## config.mk

```make
export PLATFORM = sky130hd
export DESIGN_NAME = ddr3_ba_lane_ctrl
export DESIGN_NICKNAME = d
export VERILOG_FILES = /design/src/rtl/ddr3_phy_pkg.sv /design/src/rtl/ddr3_ba_delay_seq.sv /design/src/rtl/ddr3_ba_lane_ctrl.sv
export SDC_FILE = /design/constraint.sdc
export NUM_CORES = 1
export LEC_CHECK = 0
export ABC_CLOCK_PERIOD_IN_PS = 4000
export BUFFER_PORTS_ARGS = -buffer_cell sky130_fd_sc_hd__buf_4
export CAP_MARGIN = 20
export CELL_PAD_IN_SITES_DETAIL_PLACEMENT = 0
export CELL_PAD_IN_SITES_GLOBAL_PLACEMENT = 2
export CORE_MARGIN = 8
export CORE_UTILIZATION = 35
export CTS_BUF_LIST = sky130_fd_sc_hd__clkbuf_16
export CTS_CLUSTER_SIZE = 30
export DETAILED_ROUTE_END_ITERATION = 8
export GPL_TIMING_DRIVEN = 0
export HOLD_SLACK_MARGIN = 0.03
export PLACE_DENSITY_LB_ADDON = 0.1
export SLEW_MARGIN = 30
export SYNTH_ARGS = -nofsm -noshare
export SYNTH_HDL_FRONTEND = slang
export SYNTH_SLANG_ARGS = --single-unit
```

## constraint.sdc

```tcl
create_clock -name i_fab_clk -period 4 [get_ports i_fab_clk]
set_input_delay 0.6 -clock i_fab_clk [delete_from_list [all_inputs] [get_ports i_fab_clk]]
set_output_delay 0.6 -clock i_fab_clk [all_outputs]
set_load 0.02 [all_outputs]
```

## src/rtl/ddr3_phy_pkg.sv

```systemverilog
// ddr3_phy_pkg: shared DDR PHY types, widths and lane/phase packing helper.
package ddr3_phy_pkg;

    localparam int TAP_W  = 8;
    localparam int PHASES = 4;

    typedef enum logic [2:0] {
        S_IDLE,
        S_SETUP,
        S_MOVE,
        S_LOAD,
        S_SETTLE,
        S_DONE
    } seq_state_t;

    function automatic int lane_bit(input int lane, input int phase);
        return lane * PHASES + phase;
    endfunction

endpackage

```

## src/rtl/ddr3_ba_delay_seq.sv

```systemverilog
// ddr3_ba_delay_seq: turns tap adjust requests into spaced MOVE/DIRECTION/LOAD
// pulses and tracks each lane's tap position and out-of-range result.
module ddr3_ba_delay_seq
    import ddr3_phy_pkg::*;
#(
    parameter int               NUM_LANES     = 3,
    parameter int               SETTLE_CYCLES = 4,
    parameter logic [TAP_W-1:0] INIT_TAP      = 8'd1
) (
    input  logic                       i_clk,
    input  logic                       i_rst_n,
    input  logic                       i_adj_req,
    input  logic [1:0]                 i_adj_lane,
    input  logic                       i_adj_dir,
    input  logic                       i_adj_load,
    input  logic [TAP_W-1:0]           i_adj_steps,
    output logic                       o_adj_busy,
    output logic                       o_adj_done,
    output logic                       o_adj_err,
    output logic [TAP_W*NUM_LANES-1:0] o_lane_tap,
    output logic [NUM_LANES-1:0]       o_move,
    output logic [NUM_LANES-1:0]       o_direction,
    output logic [NUM_LANES-1:0]       o_load,
    input  logic [NUM_LANES-1:0]       i_out_of_range
);

    localparam int CW = (SETTLE_CYCLES > 1) ? $clog2(SETTLE_CYCLES) : 1;
    localparam logic [CW-1:0] SETTLE_LAST = CW'(SETTLE_CYCLES - 1);

    seq_state_t           r_state;
    logic [1:0]           r_lane;
    logic                 r_dir;
    logic                 r_ld;
    logic [TAP_W-1:0]     r_rem;
    logic [CW-1:0]        r_cnt;
    logic [TAP_W-1:0]     r_tap [NUM_LANES];
    logic [NUM_LANES-1:0] r_move;
    logic [NUM_LANES-1:0] r_dir_o;
    logic [NUM_LANES-1:0] r_load;
    logic                 r_done;
    logic                 r_err;
    logic [NUM_LANES-1:0] w_lane_oh;
    logic [NUM_LANES-1:0] w_req_oh;
    logic                 w_oor;

    always_comb begin
        w_lane_oh  = '0;
        w_req_oh   = '0;
        o_lane_tap = '0;
        for (int i = 0; i < NUM_LANES; i++) begin
            w_lane_oh[i]                  = (r_lane == 2'(i));
            w_req_oh[i]                   = (i_adj_lane == 2'(i));
            o_lane_tap[i*TAP_W +: TAP_W]  = r_tap[i];
        end
        w_oor = |(i_out_of_range & w_lane_oh);
    end

    always_ff @(posedge i_clk) begin
        if (!i_rst_n) begin
            r_state <= S_IDLE;
            r_lane  <= '0;
            r_dir   <= 1'b0;
            r_ld    <= 1'b0;
            r_rem   <= '0;
            r_cnt   <= '0;
            r_move  <= '0;
            r_dir_o <= '0;
            r_load  <= '0;
            r_done  <= 1'b0;
            r_err   <= 1'b0;
            for (int i = 0; i < NUM_LANES; i++) r_tap[i] <= INIT_TAP;
        end else begin
            r_move <= '0;
            r_load <= '0;
            r_done <= 1'b0;
            r_err  <= 1'b0;
            case (r_state)
                S_IDLE: begin
                    if (i_adj_req) begin
                        r_lane <= i_adj_lane;
                        r_dir  <= i_adj_dir;
                        r_ld   <= i_adj_load;
                        r_rem  <= i_adj_steps;
                        if (w_req_oh == '0) begin
                            r_state <= S_DONE;
                            r_done  <= 1'b1;
                            r_err   <= 1'b1;
                        end else if (i_adj_load) begin
                            r_state <= S_LOAD;
                            r_load  <= w_req_oh;
                        end else if (i_adj_steps == '0) begin
                            r_state <= S_DONE;
                            r_done  <= 1'b1;
                        end else begin
                            r_state <= S_SETUP;
                            r_dir_o <= i_adj_dir ? w_req_oh : '0;
                        end
                    end
                end
                S_SETUP: begin
                    r_state <= S_MOVE;
                    r_move  <= w_lane_oh;
                end
                S_MOVE: begin
                    r_rem   <= r_rem - 1'b1;
                    r_cnt   <= '0;
                    r_state <= S_SETTLE;
                end
                S_LOAD: begin
                    r_cnt   <= '0;
                    r_state <= S_SETTLE;
                end
                S_SETTLE: begin
                    if (r_cnt != SETTLE_LAST) begin
                        r_cnt <= r_cnt + 1'b1;
                    end else if (w_oor) begin
                        // abandon any remaining steps; the tap stays where it was
                        r_state <= S_DONE;
                        r_done  <= 1'b1;
                        r_err   <= 1'b1;
                    end else begin
                        for (int i = 0; i < NUM_LANES; i++) begin
                            if (w_lane_oh[i])
                                r_tap[i] <= r_ld  ? INIT_TAP :
                                            r_dir ? ((&r_tap[i]) ? r_tap[i] : r_tap[i] + 1'b1) :
                                                    ((r_tap[i] == '0) ? r_tap[i] : r_tap[i] - 1'b1);
                        end
                        if (r_ld || r_rem == '0) begin
                            r_state <= S_DONE;
                            r_done  <= 1'b1;
                        end else begin
                            r_state <= S_MOVE;
                            r_move  <= w_lane_oh;
                        end
                    end
                end
                S_DONE: begin
                    r_state <= S_IDLE;
                    r_dir_o <= '0;
                end
                default: r_state <= S_IDLE;
            endcase
        end
    end

    assign o_adj_busy  = (r_state != S_IDLE);
    assign o_adj_done  = r_done;
    assign o_adj_err   = r_err;
    assign o_move      = r_move;
    assign o_direction = r_dir_o;
    assign o_load      = r_load;

endmodule

```

## src/rtl/ddr3_ba_lane_ctrl.sv

```systemverilog
// ddr3_ba_lane_ctrl: registers per-phase bank address into 4:1 TX/OE lane words
// and hosts the delay-line adjust sequencer.
module ddr3_ba_lane_ctrl
    import ddr3_phy_pkg::*;
#(
    parameter int               NUM_LANES     = 3,
    parameter int               SETTLE_CYCLES = 4,
    parameter logic [TAP_W-1:0] INIT_TAP      = 8'd1
) (
    input  logic                        i_fab_clk,
    input  logic                        i_reset_n,
    input  logic [NUM_LANES-1:0]        i_ba_p0,
    input  logic [NUM_LANES-1:0]        i_ba_p1,
    input  logic [NUM_LANES-1:0]        i_ba_p2,
    input  logic [NUM_LANES-1:0]        i_ba_p3,
    input  logic                        i_drive_en,
    output logic [PHASES*NUM_LANES-1:0] o_tx_data,
    output logic [PHASES*NUM_LANES-1:0] o_oe_data,
    input  logic                        i_adj_req,
    input  logic [1:0]                  i_adj_lane,
    input  logic                        i_adj_dir,
    input  logic                        i_adj_load,
    input  logic [TAP_W-1:0]            i_adj_steps,
    output logic                        o_adj_busy,
    output logic                        o_adj_done,
    output logic                        o_adj_err,
    output logic [TAP_W*NUM_LANES-1:0]  o_lane_tap,
    output logic [NUM_LANES-1:0]        o_delay_line_move,
    output logic [NUM_LANES-1:0]        o_delay_line_direction,
    output logic [NUM_LANES-1:0]        o_delay_line_load,
    input  logic [NUM_LANES-1:0]        i_delay_line_out_of_range
);

    logic [PHASES*NUM_LANES-1:0] r_tx;
    logic [PHASES*NUM_LANES-1:0] r_oe;

    // phase 0 sits in the lane's LSB so it leaves the serializer first
    always_ff @(posedge i_fab_clk) begin
        if (!i_reset_n) begin
            r_tx <= '0;
            r_oe <= '0;
        end else begin
            r_oe <= {(PHASES*NUM_LANES){i_drive_en}};
            for (int i = 0; i < NUM_LANES; i++) begin
                r_tx[lane_bit(i, 0)] <= i_ba_p0[i];
                r_tx[lane_bit(i, 1)] <= i_ba_p1[i];
                r_tx[lane_bit(i, 2)] <= i_ba_p2[i];
                r_tx[lane_bit(i, 3)] <= i_ba_p3[i];
            end
        end
    end

    assign o_tx_data = r_tx;
    assign o_oe_data = r_oe;

    ddr3_ba_delay_seq #(
        .NUM_LANES    (NUM_LANES),
        .SETTLE_CYCLES(SETTLE_CYCLES),
        .INIT_TAP     (INIT_TAP)
    ) u_seq (
        .i_clk         (i_fab_clk),
        .i_rst_n       (i_reset_n),
        .i_adj_req     (i_adj_req),
        .i_adj_lane    (i_adj_lane),
        .i_adj_dir     (i_adj_dir),
        .i_adj_load    (i_adj_load),
        .i_adj_steps   (i_adj_steps),
        .o_adj_busy    (o_adj_busy),
        .o_adj_done    (o_adj_done),
        .o_adj_err     (o_adj_err),
        .o_lane_tap    (o_lane_tap),
        .o_move        (o_delay_line_move),
        .o_direction   (o_delay_line_direction),
        .o_load        (o_delay_line_load),
        .i_out_of_range(i_delay_line_out_of_range)
    );

endmodule

```

==> run metrics, run 1 <==
status complete, no violations; Final GP Congestion 0.808; Wirelength per Cell 16.2 um; CORE AREA 10200 um^2; first-pass GRT wire length 17000 um; critical path's top delay family compound AO/OA/AOI/OAI gates; vias in the first global route 3291; crit path kind reg2reg; layout net count 542; ANT cells 0; synthesized area per cell 9.36 um^2; io pins 91; asr flop ratio synth 0%; CTS Buffer Depth 2; Pre-antenna DRT Iters 4; WP buf/inv 2; cts repair resizes 0; Yosys reg bits 65; Routed Wire Length 10200 um; Hold Buf Count CTS 0; Post-synth top flop dfxtp_1; WP data arrival 2.74 ns; port bufs 88; unrepaired setup endpoints after global routing no; area delta synth->final 30.5%; initial core utilization 35.6%; endpoint class of the critical path flop; Clock Skew 0.00775 ns; clock root cell clkbuf_16; Setup TNS 0 ns; CTS HTree Levels 3; DIE WIDTH 118 um; overall global routing resource usage 14.9%; Die Ht 118 um; Syn Nets 443; number of fill cells 1009; largest net degree at the start of global routing 22; Clock Latency Late Sink 0.32 ns; EDFF count, synth 24; Worst-path clk slew 0.06 ns; max-cap violations 0; Worst-Margin Slew 0.823 ns; Post-Syn Area 3640 um^2; fin crit period 2.79 ns; antenna viol nets, final 0; DRC violation count after routing 0; Setup Buffers After CTS 0; post-synth top area share 22.6%; Crit-path slowest cell o21ai_1; Gate Count Post-Synth 389; Worst Hold Class reg2reg; clk sinks 65; routed vias/inst 5.22; Starting DRT DRC Count 155; # rows 37; final worst slack 1.21 ns; vias 3286; Synth area leader dfxtp_1; final period utilization 69.7%; Synth Warn # 0; crit path launch type flop; share of cells above drive strength 1 25.4%; Non-Filler Instances 629; peak supply drop 0.226 mV; Placement Setup Slack 1.21 ns; relative max-transition margin 44.7%; CP max FO 10; critical path's largest stage delay 0.66 ns; CP Cell Sequence clkbuf_1 -> mux2i_1 -> o211a_1 -> clkbuf_1 -> nand2_1 -> o21ai_1; Final setup viols 0; Worst EP required 3.95 ns; Netlist cell types 52; placed cell count 613; initial antenna violation count 0; GR Overflow Total 0; Final Hold Slack 0.466 ns; Max Freq 359 MHz; Final Max Tran Viols 0; leakage 1.94 nW; top cells by area, synth dfxtp_1 (23%), edfxtp_1 (20%), ha_1 (6.9%); dpl hpwl 7850 um; total CTS buffers 9; post-synthesis sequential area ratio 42.4%; Die ar. 13900 um^2; pwr dens 403 nW/um^2; Hold Violations, Final 0; CP most frequent cell clkbuf_1; CTS tree yes
==> worst paths after layout <==
kind	start	to	slack [ns]	depth (start not counted)
hold / removal	u_seq.o_direction[2]$_SDFFE_PN0P_	u_seq.o_direction[2]$_SDFFE_PN0P_	0.47	1
setup reg to reg	u_seq.r_lane[0]$_SDFFE_PN0P_	u_seq.r_tap[0][14]$_SDFFCE_PP0P_	1.21	6
hold reg to reg	u_seq.o_direction[2]$_SDFFE_PN0P_	u_seq.o_direction[2]$_SDFFE_PN0P_	0.47	1
setup / recovery	u_seq.r_lane[0]$_SDFFE_PN0P_	u_seq.r_tap[0][14]$_SDFFCE_PP0P_	1.21	6
==> flip-flops by register name, summed over array words and instances (netlist names) <==
| register | flops |
|---|---|
| u_seq.r_dir | 1 |
| u_seq.o_move | 3 |
| u_seq.r_lane | 2 |
| u_seq.r_tap | 24 |
| u_seq.o_load | 3 |
| u_seq.o_adj_err | 1 |
| u_seq.r_rem | 8 |
| u_seq.r_cnt | 2 |
| o_oe_data | 1 |
| o_tx_data | 12 |
| u_seq.o_direction | 3 |
| u_seq.r_state | 3 |
| u_seq.o_adj_done | 1 |
| u_seq.r_ld | 1 |
==> layout by cell type, fill, tap and decap left out, types with 14 or more instances in the layout <==
cell,synthesis,layout
nand2_1,32,32
ha_1,20,20
buf_4,11,99
inv_1,12,14
edfxtp_1,24,24
and2_1,15,15
dfxtp_1,41,41
nor2_1,28,28
o21ai_0,19,16
nor3_1,25,25
a21oi_1,17,17
==> stage by stage <==
step / total power [mW] / instance area [um^2] / util, %
6_report: 1.91 / 4750 / 46.4
5_1_grt: 2.02 / 4750 / 46.4
4_1_cts: 1.94 / 4750 / 46.4
3_5_place_dp: 1.19 / 4470 / 43.7
3_3_place_gp: 1.19 / 4470 / 43.7
2_1_floorplan: 1.05 / 3640 / -
==> routing by layer <==
layer / wire (um) / global-route usage [%]
met5: 0 / 0
met4: 68 / 5.44
met3: 514 / 3.55
met2: 4710 / 23.5
met1: 4870 / 19.3
==> synth_stat cells, types with 7 or more instances <==
cell type and count:
nor2_1 28, nand3_1 7, nor3_1 25, clkbuf_1 12, inv_1 12, ha_1 20
nand2_1 32, o21ai_0 19, nor4_1 7, and3_1 9, a211oi_1 12, a21oi_1 17
and2_1 15, dfxtp_1 41, edfxtp_1 24, buf_4 11, nand4_1 7
==> power by group <==
group	internal, mW	switching (mW)
combinational	0.180	0.234
clock	0.470	0.268
sequential	0.723	0.0379
total	1.37	0.540
==> layout make-up <==
cell class                 instances  area (um^2)  area share (%)
tap                              136          170            3.58
inverter                          12         45.0           0.948
clock buffer                       9          225            4.74
clock inverter                     7         53.8            1.13
multi-input combinational        286         1910            40.2
timing repair buffer              88          661            13.9
buffer                            26          143            3.00
sequential                        65         1540            32.5
==> worst register-to-register path, cell delays in order (launching register included) <==
cell and delay (ns):
dfxtp_1 0.30, clkbuf_1 0.34, mux2i_1 0.36, o211a_1 0.26, clkbuf_1 0.40, nand2_1 0.10, o21ai_1 0.66
==> cells by family (layout without fill, tap and decap cells) <==
family / count (synthesis) / in the layout / synth area share [%]
mux: 6 / 6 / 1.72
fa+ha+maj: 23 / 23 / 8.53
simple gates: 158 / 158 / 23.3
xor+xnor: 6 / 6 / 1.44
flops: 65 / 65 / 42.4
compound gates: 93 / 93 / 17.5
buf+inv: 38 / 142 / 5.16
Power figures use the tool's default switching activity.
==> inputs of run 2 (changes only) <==
--- a/config.mk
+++ b/config.mk
@@ -5,13 +5,14 @@
 export SDC_FILE = /design/constraint.sdc
 export NUM_CORES = 1
 export LEC_CHECK = 0
-export ABC_CLOCK_PERIOD_IN_PS = 4000
+export ABC_AREA = 1
+export ABC_CLOCK_PERIOD_IN_PS = 2500
 export BUFFER_PORTS_ARGS = -buffer_cell sky130_fd_sc_hd__buf_4
 export CAP_MARGIN = 20
 export CELL_PAD_IN_SITES_DETAIL_PLACEMENT = 0
 export CELL_PAD_IN_SITES_GLOBAL_PLACEMENT = 2
 export CORE_MARGIN = 8
-export CORE_UTILIZATION = 35
+export CORE_UTILIZATION = 27
 export CTS_BUF_LIST = sky130_fd_sc_hd__clkbuf_16
 export CTS_CLUSTER_SIZE = 30
 export DETAILED_ROUTE_END_ITERATION = 8
==> constraint.sdc (replaced) <==
create_clock -name i_fab_clk -period 2.5 [get_ports i_fab_clk]
set_input_delay 0.375 -clock i_fab_clk [delete_from_list [all_inputs] [get_ports i_fab_clk]]
set_output_delay 0.375 -clock i_fab_clk [all_outputs]
set_load 0.02 [all_outputs]
==> run metrics, run 2 <==
clock root cell clkbuf_16; Synth Warn # 0 (unchanged); Final setup viols 0 (unchanged); WP data arrival 2.35 ns (-0.39 ns); Worst EP required 2.58 ns (-1.37 ns); unrepaired setup endpoints after global routing no; Syn Nets 551 (+24%); EDFF count, synth 24 (unchanged); post-synth top area share 21.7% (-0.87 points); Commonest cells post-synth nand2_1 (106), inv_1 (72), nor2_1 (46); Final Hold Slack 0.220 ns (-0.245 ns); Starting DRT DRC Count 174 (+12%); Post-synth top flop dfxtp_1; final period utilization 90.6% (+21 points); crit path launch type flop; Worst-path clk slew 0.06 ns (about the same); Clock Latency Late Sink 0.33 ns (about the same); CTS tree yes; total CTS buffers 9 (unchanged); crit path kind reg2reg; number of fill cells 1500 (+49%); Yosys reg bits 65 (unchanged); met1 WL 5210 um (+6.9%); Die Ht 134 um (+14%); DRC violation count after routing 0 (unchanged); antenna viol nets, final 0 (unchanged); overall global routing resource usage 12.7% (-2.2 points); CTS HTree Levels 3 (unchanged); peak supply drop 0.424 mV (+88%); layout net count 656 (+21%); Pre-antenna DRT Iters 4 (unchanged); Reg2Reg Depth 9 (+3); Reg with most FFs u_seq.r_tap; Placed Area 4680 um^2 (+4.7%); CP max FO 8 (-2); # rows 43 (+16%); Routed Wire Length 11300 um (+12%); endpoint class of the critical path flop; post-synthesis sequential area ratio 40.7% (-1.6 points); share of cells above drive strength 1 23.1% (-2.3 points); fin area 5000 um^2 (+5.3%); Gate Count Post-Synth 497 (+28%); Post-Syn Area 3790 um^2 (+4.0%); Max Freq 441 MHz (+23%); commonest non-fill, non-tap cell in the layout nand2_1; DIE WIDTH 134 um (+14%); first-pass GRT wire length 18100 um (+6.1%); Worst Hold Class in2reg; CTS Buffer Depth 2 (unchanged); vias in the first global route 3449 (+4.8%); area delta synth->final 32.1%; clk sinks 65 (unchanged); initial antenna violation count 0 (unchanged); highest routed layer met4; most frequent cells in the layout nand2_1 (106), buf_4 (105), inv_1 (73); Synth area leader dfxtp_1; leakage 2.44 nW (+26%); Hold Violations, Final 0 (unchanged); GR Overflow Total 0 (unchanged); Min-Delay Path Depth 3 (+2); CORE AREA 13800 um^2 (+35%); Final Max Tran Viols 0 (unchanged); vias 3526 (+7.3%); largest net degree at the start of global routing 13 (-41%); routed vias/inst 4.48 (-14%); relative max-transition margin 62.1% (+17 points); wire length on met2 5520 um (+17%); Clock Skew 0.00542 ns (-0.00233 ns); initial core utilization 27.5% (-8.1 points); io pins 91 (unchanged); most numerous cell in the Yosys netlist nand2_1; synthesized area per cell 7.62 um^2 (-19%); dpl hpwl 8740 um (+11%); port bufs 89 (+1.1%); status complete, no violations; ANT cells 0 (unchanged); pwr dens 882 nW/um^2 (+120%); met3 wire length 463 um (-9.9%); Worst-Margin Slew 0.568 ns (-0.255 ns); Wirelength per Cell 14.4 um (-11%); Die ar. 18100 um^2 (+30%); max-cap violations 0 (unchanged); fin crit period 2.27 ns (-0.521 ns); top cells by area, synth dfxtp_1 (22%), edfxtp_1 (19%), nand2_1 (11%); Largest register FFs 24 (unchanged); Final GP Congestion 0.759 (-6.1%); asr flop ratio synth 0% (unchanged); Netlist cell types 37 (-29%)
[run 2: per-layer routing]
| metal | vias up | global-route usage (%) |
|---|---|---|
| li1 | 1852 | - |
| met1 | 1602 | 15.7 |
| met2 | 59 | 21.0 |
| met3 | 13 | 3.18 |
| met4 | 0 | 4.30 |
| met5 | - | 0 |
[run 2: repair_timing]
action,in CTS,in global routing
gates resized for setup,2,0
cloned,1,0
setup buffers,5,0
hold buffers,0,0
endpoints found under the setup margin,8,6
endpoints found under the hold margin,0,0
[run 2: metrics by stage]
stage / setup slack [ns] / power, mW / TNS (ns) / util (%) / instances
final: 0.234 / 4.41 / 0 / 36.3 / 787
after detailed placement: -0.121 / 3.19 / -0.500 / 34.0 / 766
after global placement: -0.126 / 3.19 / -0.498 / 34.0 / 766
after floorplan: 0.425 / 2.69 / 0 / - / 497
after global routing: 0.0413 / 4.77 / 0 / 36.3 / 787
after CTS: 0.0552 / 4.47 / 0 / 36.3 / 788
[run 2: logic make-up after synthesis]
kind of cell / count (synthesis) / share of synthesized area [%]
xor+xnor: 7 / 1.62
buf+inv: 95 / 11.0
flops: 65 / 40.7
simple gates: 230 / 26.3
fa+ha+maj: 23 / 8.20
compound gates: 77 / 12.2
[run 2: critical path, cell delays in order (launching register included)]
cell        delay, ns
dfxtp_1          0.59
clkinvlp_4       0.17
buf_4            0.20
fa_1             0.42
nand2_1          0.08
inv_1            0.05
o21ai_0          0.19
nand2_1          0.11
o21ai_0          0.15
a21oi_1          0.06
[run 2: power breakdown]
group	switching, mW	leakage, nW	internal [mW]
Sequential	0.156	0.575	1.24
Clock	0.466	0.145	0.713
Combinational	1.17	1.72	0.664
[run 2: cell type report]
class	count	area, um^2	share of cell area [%]
multi-input combinational	337	1830	36.6
sequential	65	1540	30.8
timing repair buffer	94	706	14.1
inverter	76	289	5.78
clock buffer	10	250	5.01
tap	180	225	4.50
buffer	18	126	2.53
clock inverter	6	25.0	0.501
timing repair inverter	1	7.51	0.150
[run 2: final timing paths]
path | slack (ns) | to | startpoint
worst max-delay path | 0.23 | u_seq.r_tap[0][12]$_SDFFCE_PP0P_ | u_seq.r_dir$_SDFFE_PN0P_
worst min-delay path | 0.22 | o_tx_data[7]$_SDFF_PN0_ | i_ba_p3[1]
worst max register to register | 0.23 | u_seq.r_tap[0][12]$_SDFFCE_PP0P_ | u_seq.r_dir$_SDFFE_PN0P_
worst min register to register | 0.48 | u_seq.r_cnt[1]$_SDFFE_PN0P_ | u_seq.r_cnt[1]$_SDFFE_PN0P_
==> inputs of run 3 (changes only) <==
--- a/config.mk
+++ b/config.mk
@@ -18,7 +18,7 @@
 export DETAILED_ROUTE_END_ITERATION = 8
 export GPL_TIMING_DRIVEN = 0
 export HOLD_SLACK_MARGIN = 0.03
-export PLACE_DENSITY_LB_ADDON = 0.1
+export PLACE_DENSITY = 0.81
 export SLEW_MARGIN = 30
 export SYNTH_ARGS = -nofsm -noshare
 export SYNTH_HDL_FRONTEND = slang
==> run metrics, run 3 (synthesized netlist as in run 2, its figures left out) <==
clk sinks 65 (unchanged); fin crit period 2.16 ns (-0.104 ns); CTS HTree Levels 3 (unchanged); Final GP Congestion 0.803 (+5.8%); largest net degree at the start of global routing 13 (unchanged); status complete, no violations; Die ar. 18100 um^2 (unchanged); Worst-path clk slew 0.05 ns (about the same); Final Util 36.2% (-0.064 points); Reg2Reg Setup Slack 0.34 ns (+0.10 ns); unrepaired setup endpoints after global routing no; Wirelength per Cell 13.5 um (-6.0%); vias in the first global route 3551 (+3.0%); endpoint class of the critical path flop; first-pass GRT wire length 17300 um (-3.9%); Min-Delay Path Depth 3 (unchanged); WP data arrival 2.24 ns (-0.11 ns); hold path startpoint i_drive_en; initial antenna violation count 0 (unchanged); pwr dens 872 nW/um^2 (-1.0%); most frequent cells in the layout nand2_1 (106), buf_4 (104), inv_1 (72); final worst slack 0.338 ns (+0.104 ns); GR Overflow Total 0 (unchanged); CTS tree yes; Worst Hold Class in2reg; Crit-path slowest cell dfxtp_1; Hold Violations, Final 0 (unchanged); Hold Path End o_oe_data[0]$_SDFF_PN0_; # rows 43 (unchanged); vias 3574 (+1.4%); crit path launch type flop; Die Ht 134 um (unchanged); dpl hpwl 8250 um (-5.7%); Pre-antenna DRT Iters 4 (unchanged); Reg with most FFs u_seq.r_tap; area delta synth->final 31.8%; CORE AREA 13800 um^2 (unchanged); DIE WIDTH 134 um (unchanged); routed vias/inst 4.55 (+1.5%); WP buf/inv 2 (-1); Final Max Tran Viols 0 (unchanged); Final Hold Slack 0.227 ns (+0.00704 ns); initial core utilization 27.5% (unchanged); CTS Buffer Depth 2 (unchanged); total CTS buffers 9 (unchanged); overall global routing resource usage 12.1% (-0.63 points); DRC violation count after routing 0 (unchanged); Placement Setup Slack -0.0144 ns (+0.106 ns); critical path's top delay family flip-flops; peak supply drop 0.359 mV (-15%); Worst EP required 2.58 ns (about the same); Starting DRT DRC Count 237 (+36%); max-cap violations 0 (unchanged); Routed Wire Length 10600 um (-6.1%); port bufs 89 (unchanged); relative max-transition margin 66.0% (+3.9 points); ANT cells 0 (unchanged); Worst-Margin Slew 0.510 ns (-0.0585 ns); Max Freq 462 MHz (+4.8%); Clock Skew 0.00963 ns (+0.00422 ns); final period utilization 86.5% (-4.1 points); layout net count 655 (-0.15%); crit path kind reg2reg; FF-to-FF Start u_seq.r_dir$_SDFFE_PN0P_; Reg2Reg Depth 8 (-1); clock root cell clkbuf_16; Clock Latency Late Sink 0.33 ns (about the same); leakage 2.43 nW (-0.32%); commonest non-fill, non-tap cell in the layout nand2_1; Worst R2R End u_seq.r_tap[0][23]$_SDFFCE_PP0P_; antenna viol nets, final 0 (unchanged); number of fill cells 1518 (+1.2%); Hold Buf Count CTS 0 (unchanged); Largest register FFs 24 (unchanged); io pins 91 (unchanged); CP Cell Sequence clkinvlp_4 -> buf_4 -> ha_1 -> a21o_1 -> a21boi_0 -> nand3_1 -> nand2_1 -> nor2_1; share of cells above drive strength 1 22.9% (-0.13 points); CP max FO 7 (-1); Final setup viols 0 (unchanged); critical path's largest stage delay 0.58 ns (about the same)
run 3: final cells by class:
cell class	count	area, um^2	area share, %
multi-input combinational	337	1830	36.7
clock buffer	10	250	5.01
inverter	76	289	5.79
timing repair inverter	1	7.51	0.150
sequential	65	1540	30.9
buffer	18	126	2.53
timing repair buffer	93	698	14.0
tap	180	225	4.51
clock inverter	6	23.8	0.476
run 3: power breakdown:
part / internal (mW) / switching [mW]
registers: 1.24 / 0.154
logic: 0.657 / 1.14
clock network: 0.712 / 0.450
run 3: per-stage QoR:
step / cells / cell area [um^2] / total power [mW] / TNS (ns)
2_1_floorplan: 497 / 3790 / 2.69 / 0
3_3_place_gp: 766 / 4680 / 3.16 / 0
3_5_place_dp: 766 / 4680 / 3.17 / -0.0144
4_1_cts: 785 / 4980 / 4.41 / 0
5_1_grt: 786 / 4990 / 4.75 / 0
6_report: 786 / 4990 / 4.35 / 0
run 3: timing repair:
action	4_1_cts	5_1_grt
buffers inserted	2	2
pin swaps	0	0
setup endpoints to repair	2	12
gates cloned	1	0
resized for setup	2	0
run 3: how the worst max path moves through the flow:
stage	from	end	slack, ns	cells after the start
global placement	u_seq.r_dir$_SDFFE_PN0P_	u_seq.r_tap[0][12]$_SDFFCE_PP0P_	0.00007	9
detailed placement	u_seq.r_dir$_SDFFE_PN0P_	u_seq.r_tap[0][23]$_SDFFCE_PP0P_	-0.01	8
global route	u_seq.r_dir$_SDFFE_PN0P_	u_seq.r_tap[0][23]$_SDFFCE_PP0P_	0.09	8
CTS	u_seq.r_dir$_SDFFE_PN0P_	u_seq.r_tap[0][15]$_SDFFCE_PP0P_	0.01	8
floorplan	u_seq.r_dir$_SDFFE_PN0P_	u_seq.r_tap[0][4]$_SDFFCE_PP0P_	0.42	9
finish	u_seq.r_dir$_SDFFE_PN0P_	u_seq.r_tap[0][23]$_SDFFCE_PP0P_	0.34	8
run 3: worst min-delay path, delay by kind of cell:
family        cells  cell delay (ns)
buf+inv           2             0.11
simple gates      1             0.04
run 3: routing by layer:
metal / up-vias / track usage, % / share of wire (%)
li1: 1845 / - / -
met2: 97 / 19.3 / 46
met4: 0 / 3.56 / 0.45
met1: 1625 / 14.8 / 46
met5: - / 0 / 0
met3: 7 / 4.45 / 7.5
